$ cat src/rtl/dmem_bus_master.sv
`default_nettype none
// +----------------------------------------------------------------------------+
// | Module   : dmem_bus_master                                                 |
// | Purpose  : M-stage lw/sw to registered req/ack data-bus master with stall  |
// |            output. Optional REQ timeout enabled by DMEM_TIMEOUT_EN.        |
// | Revision : 1.0                                                             |
// +----------------------------------------------------------------------------+
module dmem_bus_master #(
    parameter int DATA_W  = 32,
    parameter int TIMEOUT = 15
) (
    input  logic              clk,
    input  logic              reset_n,
    input  logic              mem_read_M,
    input  logic              mem_write_M,
    input  logic [DATA_W-1:0] alu_out_M,
    input  logic [DATA_W-1:0] write_data_M,
    output logic [DATA_W-1:0] read_data_M,
    output logic              stall_M,
    output logic              bus_req,
    output logic              bus_we,
    output logic [DATA_W-1:0] bus_addr,
    output logic [DATA_W-1:0] bus_wdata,
    input  logic [DATA_W-1:0] bus_rdata,
    input  logic              bus_ack,
    output logic              bus_err
);

    localparam logic [1:0] c_IDLE = 2'd0;
    localparam logic [1:0] c_REQ  = 2'd1;
    localparam logic [1:0] c_DONE = 2'd2;

    localparam logic [DATA_W-1:0] c_ALIGN_MASK = {{(DATA_W-2){1'b1}}, 2'b00};

    logic [1:0]        r_state;
    logic              r_req;
    logic              r_we;
    logic [DATA_W-1:0] r_addr;
    logic [DATA_W-1:0] r_wdata;
    logic [DATA_W-1:0] r_rdata;
    logic              w_op;
    logic              w_timeout;

    assign w_op = mem_read_M | mem_write_M;

`ifdef DMEM_TIMEOUT_EN
    localparam logic [7:0] c_TIMEOUT = TIMEOUT[7:0];

    logic [7:0] r_cnt;
    logic       r_err;

    // Fires on the REQ cycle that would make the no-ack count reach TIMEOUT;
    // an ack in that same cycle takes priority.
    assign w_timeout = (r_state == c_REQ) && !bus_ack && ((r_cnt + 8'd1) == c_TIMEOUT);

    always_ff @(posedge clk) begin
        if (!reset_n) begin
            r_cnt <= 8'd0;
            r_err <= 1'b0;
        end else begin
            if (r_state == c_IDLE) begin
                r_cnt <= 8'd0;
            end else if ((r_state == c_REQ) && !bus_ack) begin
                r_cnt <= r_cnt + 8'd1;
            end
            if (w_timeout) begin
                r_err <= 1'b1;
            end
        end
    end

    assign bus_err = r_err;
`else
    assign w_timeout = 1'b0;
    assign bus_err   = 1'b0;
`endif

    always_ff @(posedge clk) begin
        if (!reset_n) begin
            r_state <= c_IDLE;
            r_req   <= 1'b0;
            r_we    <= 1'b0;
            r_addr  <= '0;
            r_wdata <= '0;
            r_rdata <= '0;
        end else begin
            case (r_state)
                c_IDLE: begin
                    if (w_op) begin
                        r_addr  <= alu_out_M & c_ALIGN_MASK;
                        r_we    <= mem_write_M;
                        r_wdata <= write_data_M;
                        r_req   <= 1'b1;
                        r_state <= c_REQ;
                    end
                end
                c_REQ: begin
                    if (bus_ack) begin
                        if (!r_we) begin
                            r_rdata <= bus_rdata;
                        end
                        r_req   <= 1'b0;
                        r_state <= c_DONE;
                    end else if (w_timeout) begin
                        r_rdata <= '0;
                        r_req   <= 1'b0;
                        r_state <= c_DONE;
                    end
                end
                c_DONE: begin
                    r_state <= c_IDLE;
                end
                default: begin
                    r_state <= c_IDLE;
                end
            endcase
        end
    end

    // DONE deliberately never stalls so the completed instruction advances.
    assign stall_M     = (r_state == c_REQ) || ((r_state == c_IDLE) && w_op);
    assign bus_req     = r_req;
    assign bus_we      = r_we;
    assign bus_addr    = r_addr;
    assign bus_wdata   = r_wdata;
    assign read_data_M = r_rdata;

endmodule
`default_nettype wire

$ cat config.mk
export PLATFORM = sky130hd
export DESIGN_NAME = dmem_bus_master
export DESIGN_NICKNAME = d
export VERILOG_FILES = /design/src/rtl/dmem_bus_master.sv
export SDC_FILE = /design/constraint.sdc
export NUM_CORES = 1
export LEC_CHECK = 0
export ABC_AREA = 1
export CAP_MARGIN = 15
export CORE_ASPECT_RATIO = 0.5
export CORE_UTILIZATION = 42
export DETAILED_ROUTE_END_ITERATION = 10
export PLACE_DENSITY = 0.91
export SYNTH_ARGS = -nofsm -noshare
export SYNTH_HDL_FRONTEND = slang
export SYNTH_SLANG_ARGS = --single-unit
$ cat constraint.sdc
create_clock -name clk -period 2 [get_ports clk]
set_input_delay 0.2 -clock clk [delete_from_list [all_inputs] [get_ports clk]]
set_output_delay 0.2 -clock clk [all_outputs]
set_load 0.005 [all_outputs]
==> summary.md <==
| Metric | Value |
|---|---|
| Result of the run | `complete, no violations` |
| Min cycle time layout | `approximately 1.7 ns` |
| Clock Root Buffer | `sky130_fd_sc_hd__clkbuf_16` |
| Setup TNS | `0 ns` |
| Yosys Warn Count | `0` |
| Maximum root-to-sink buffer count | `2` |
| 1st-pass router iterations | `5` |
| Die Y | `69.2 microns` |
| Area of the mapped netlist | `3790 sq um` |
| Antenna fix cells | `0` |
| Number of distinct library cell variants in the gate-level netlist after synthesis | `13` |
| Dpl hpwl | `7080 microns` |
| Final Hold Violating Endpoints | `0` |
| Total power after layout | `5.16 mW` |
| Met2 global-route usage | `0.416` |
| Detailed Route WL | `10800 microns` |
| Layout cell share with drive strength beyond 1 | `0.0476` |
| Critical Path Start Type | `flop` |
| Routed wire length per instance | `between 10 and 15 microns` |
| Area delta synth->final | `62.1%` |
| Number of synthesized flops with an enable pin | `0` |
| Routability congestion estimate | `0.733` |
| TritonCTS buffer count | `9` |
| Share of synthesized area occupied by flip-flops and latches | `0.518` |
| Placeable Area | `roughly 8700 sq um` |
| Ratio of final minimum period to clock period | `0.839` |
| Clock tree from TritonCTS | `built` |
| CTS HTree Levels | `3` |
| Number of standard-cell rows in the floorplan | `24` |
| Maximum clock frequency | `596 MHz` |
| Number of endpoints failing setup at the final stage | `0` |
| Remaining antenna violation count after routing | `0` |
| Class of the tightest hold or removal check | `input pin to flop` |
| Average footprint of a synthesized cell | `7.40 sq um` |
| Global-route layer with the greatest usage | `met2` |
| Global-route wire length before repair | `17300 microns` |
| Max VDD drop | `0.000471 V` |
| Share of the synthesized area in the top cell type | `0.518` |
| Ratio of total power to cell area | `840 nW/um^2` |
| Setup repair after global routing missed its margin | `no` |
| Slew at the pin closest to its max-slew limit | `0.657 ns` |
| Total overflow reported by the global router | `0` |
| Synth top cells by count | `sky130_fd_sc_hd__nand2_1, sky130_fd_sc_hd__dfxtp_1, sky130_fd_sc_hd__nand3_1` |
| Capturing element type of the critical path | `output pin` |
| Die area | `about 9400 sq um` |
| TritonCTS Sinks | `roughly 100` |
| Instance count of the mapped netlist | `~510` |
| Post-CTS Setup Repair Bufs | `0` |
| Number of global-route vias before repair | `3757` |
| Count leader, synth | `sky130_fd_sc_hd__nand2_1` |
| CP Class | `flop to output pin` |
| Cells taking the most area after synthesis | `sky130_fd_sc_hd__dfxtp_1, sky130_fd_sc_hd__nand3_1, sky130_fd_sc_hd__nand2_1` |
| Max-slew headroom | `0.562` |
| Worst EP arrival | `between 1 and 1.5 ns` |
| M3 GR Usage | `0.0655` |
| Grt met1 use | `0.254` |
| Critical path required time | `1.80 ns` |
| Cell type contributing the most total cell area after synthesis | `sky130_fd_sc_hd__dfxtp_1` |
| Initial core utilization | `0.433` |
| Share of synthesized flip-flops with an asynchronous set or reset | `0` |
| Clock latency on the worst-skew pair | `between 0.3 and 0.4 ns` |
| Largest net degree at the start of global routing | `67` |
| Highest net fanout along the worst path | `3` |
| Number of max-slew violations in the final report | `0` |
| Synth Flop Type | `sky130_fd_sc_hd__dfxtp_1` |
| Width of the chip | `136 microns` |
| Via density per instance | `about 4.9` |
| Layout Nets | `789` |
| Maxcap violations | `0` |
| DRC marker count from the first detailed-route iteration | `between 200 and 250` |
| Clock transition at path regs | `0.07 ns` |
| Number of remaining DRC errors | `0` |
| Total number of vias | `around 4000` |
| Number of antenna violations at the first check in global routing | `0` |
| Quantity of gates resized following cts | `0` |
| P_leak | `2.50 nW` |
| Global router's overall resource usage | `0.230` |
| Post-cts hold buffer count | `0` |
| Number of flip-flops and latches in the synthesized netlist | `98` |
| Number of port buffers | `a little under 200` |
| Count of boundary I/O pins | `roughly 200` |
| Fin Clk Skew | `0.00482 ns` |
-- cells in the final DEF, fill, tap and decap left out, types with 2 or more instances in the layout --
master | Yosys | layout
sky130_fd_sc_hd__clkdlybuf4s50_1 | 0 | 195
sky130_fd_sc_hd__nand2_1 | 103 | 101
sky130_fd_sc_hd__dfxtp_1 | 98 | 98
sky130_fd_sc_hd__nand3_1 | 95 | 95
sky130_fd_sc_hd__a21oi_1 | 65 | 65
sky130_fd_sc_hd__nor2_1 | 66 | 65
sky130_fd_sc_hd__inv_1 | 39 | 38
sky130_fd_sc_hd__clkbuf_16 | 0 | 9
sky130_fd_sc_hd__buf_4 | 8 | 7
sky130_fd_sc_hd__nor2_2 | 2 | 3
sky130_fd_sc_hd__conb_1 | 1 | 3
sky130_fd_sc_hd__bufinv_16 | 0 | 3
sky130_fd_sc_hd__buf_12 | 0 | 3
sky130_fd_sc_hd__nand2_2 | 0 | 2
sky130_fd_sc_hd__clkinv_2 | 0 | 2
-- power by group --
group          total (mW)  internal (mW)  switching, mW
Sequential           2.19           2.11         0.0805
Combinational        1.02          0.579          0.441
Clock                1.95           1.22          0.730
-- through the flow --
step           utilization  hold WS [ns]  instances  instance area, sq um  worst slack [ns]
2_1_floorplan            -         0.348        514                  3790             0.857
3_3_place_gp         0.663         0.447        794                  5800             0.340
3_5_place_dp         0.663         0.452        794                  5800             0.329
4_1_cts              0.702         0.422        810                  6140             0.303
5_1_grt              0.702         0.435        810                  6140             0.250
6_report             0.702         0.441        810                  6140             0.322
-- worst max-delay path, cell delays in order (launching register included) --
cell and delay (ns):
sky130_fd_sc_hd__dfxtp_1 0.35, sky130_fd_sc_hd__nor2_4 0.13, sky130_fd_sc_hd__nand2_2 0.08, sky130_fd_sc_hd__nand2_1 0.06, sky130_fd_sc_hd__clkdlybuf4s50_1 0.51
-- registers in the layout, summed over array words and instances (netlist names) --
register,count
r_state,2
read_data_M,32
bus_req,1
bus_wdata,32
bus_we,1
bus_addr,30
-- kinds of logic after synthesis --
group	synth area share
simple gates	0.299
buf+inv	0.0958
other cells	0.000990
compound gates	0.0859
flops	0.518
-- routing by layer --
layer	wire, microns	up-vias
li1	-	1979
met1	4260	1812
met2	5650	127
met3	637	20
met4	211	0
met5	0	-
-- final timing paths --
path,startpoint,end,slack [ns],cells after the start
max,r_state[1]$_SDFFE_PN0P_,stall_M,0.32,4
min,alu_out_M[15],bus_addr[15]$_SDFFE_PN0P_,0.44,3
max reg2reg,r_state[1]$_SDFFE_PN0P_,bus_addr[10]$_SDFFE_PN0P_,0.51,4
min reg2reg,bus_addr[2]$_SDFFE_PN0P_,bus_addr[2]$_SDFFE_PN0P_,0.46,2
-- final cells by class --
class,instances,area [sq um]
fillers,659,2600
repair buffers,205,2060
flip-flops and latches,98,1960
multi-input cells,335,1480
clock buffers,9,225
inverters,39,146
well taps,117,146
clock inverters,7,116
Power figures use the tool's default switching activity.
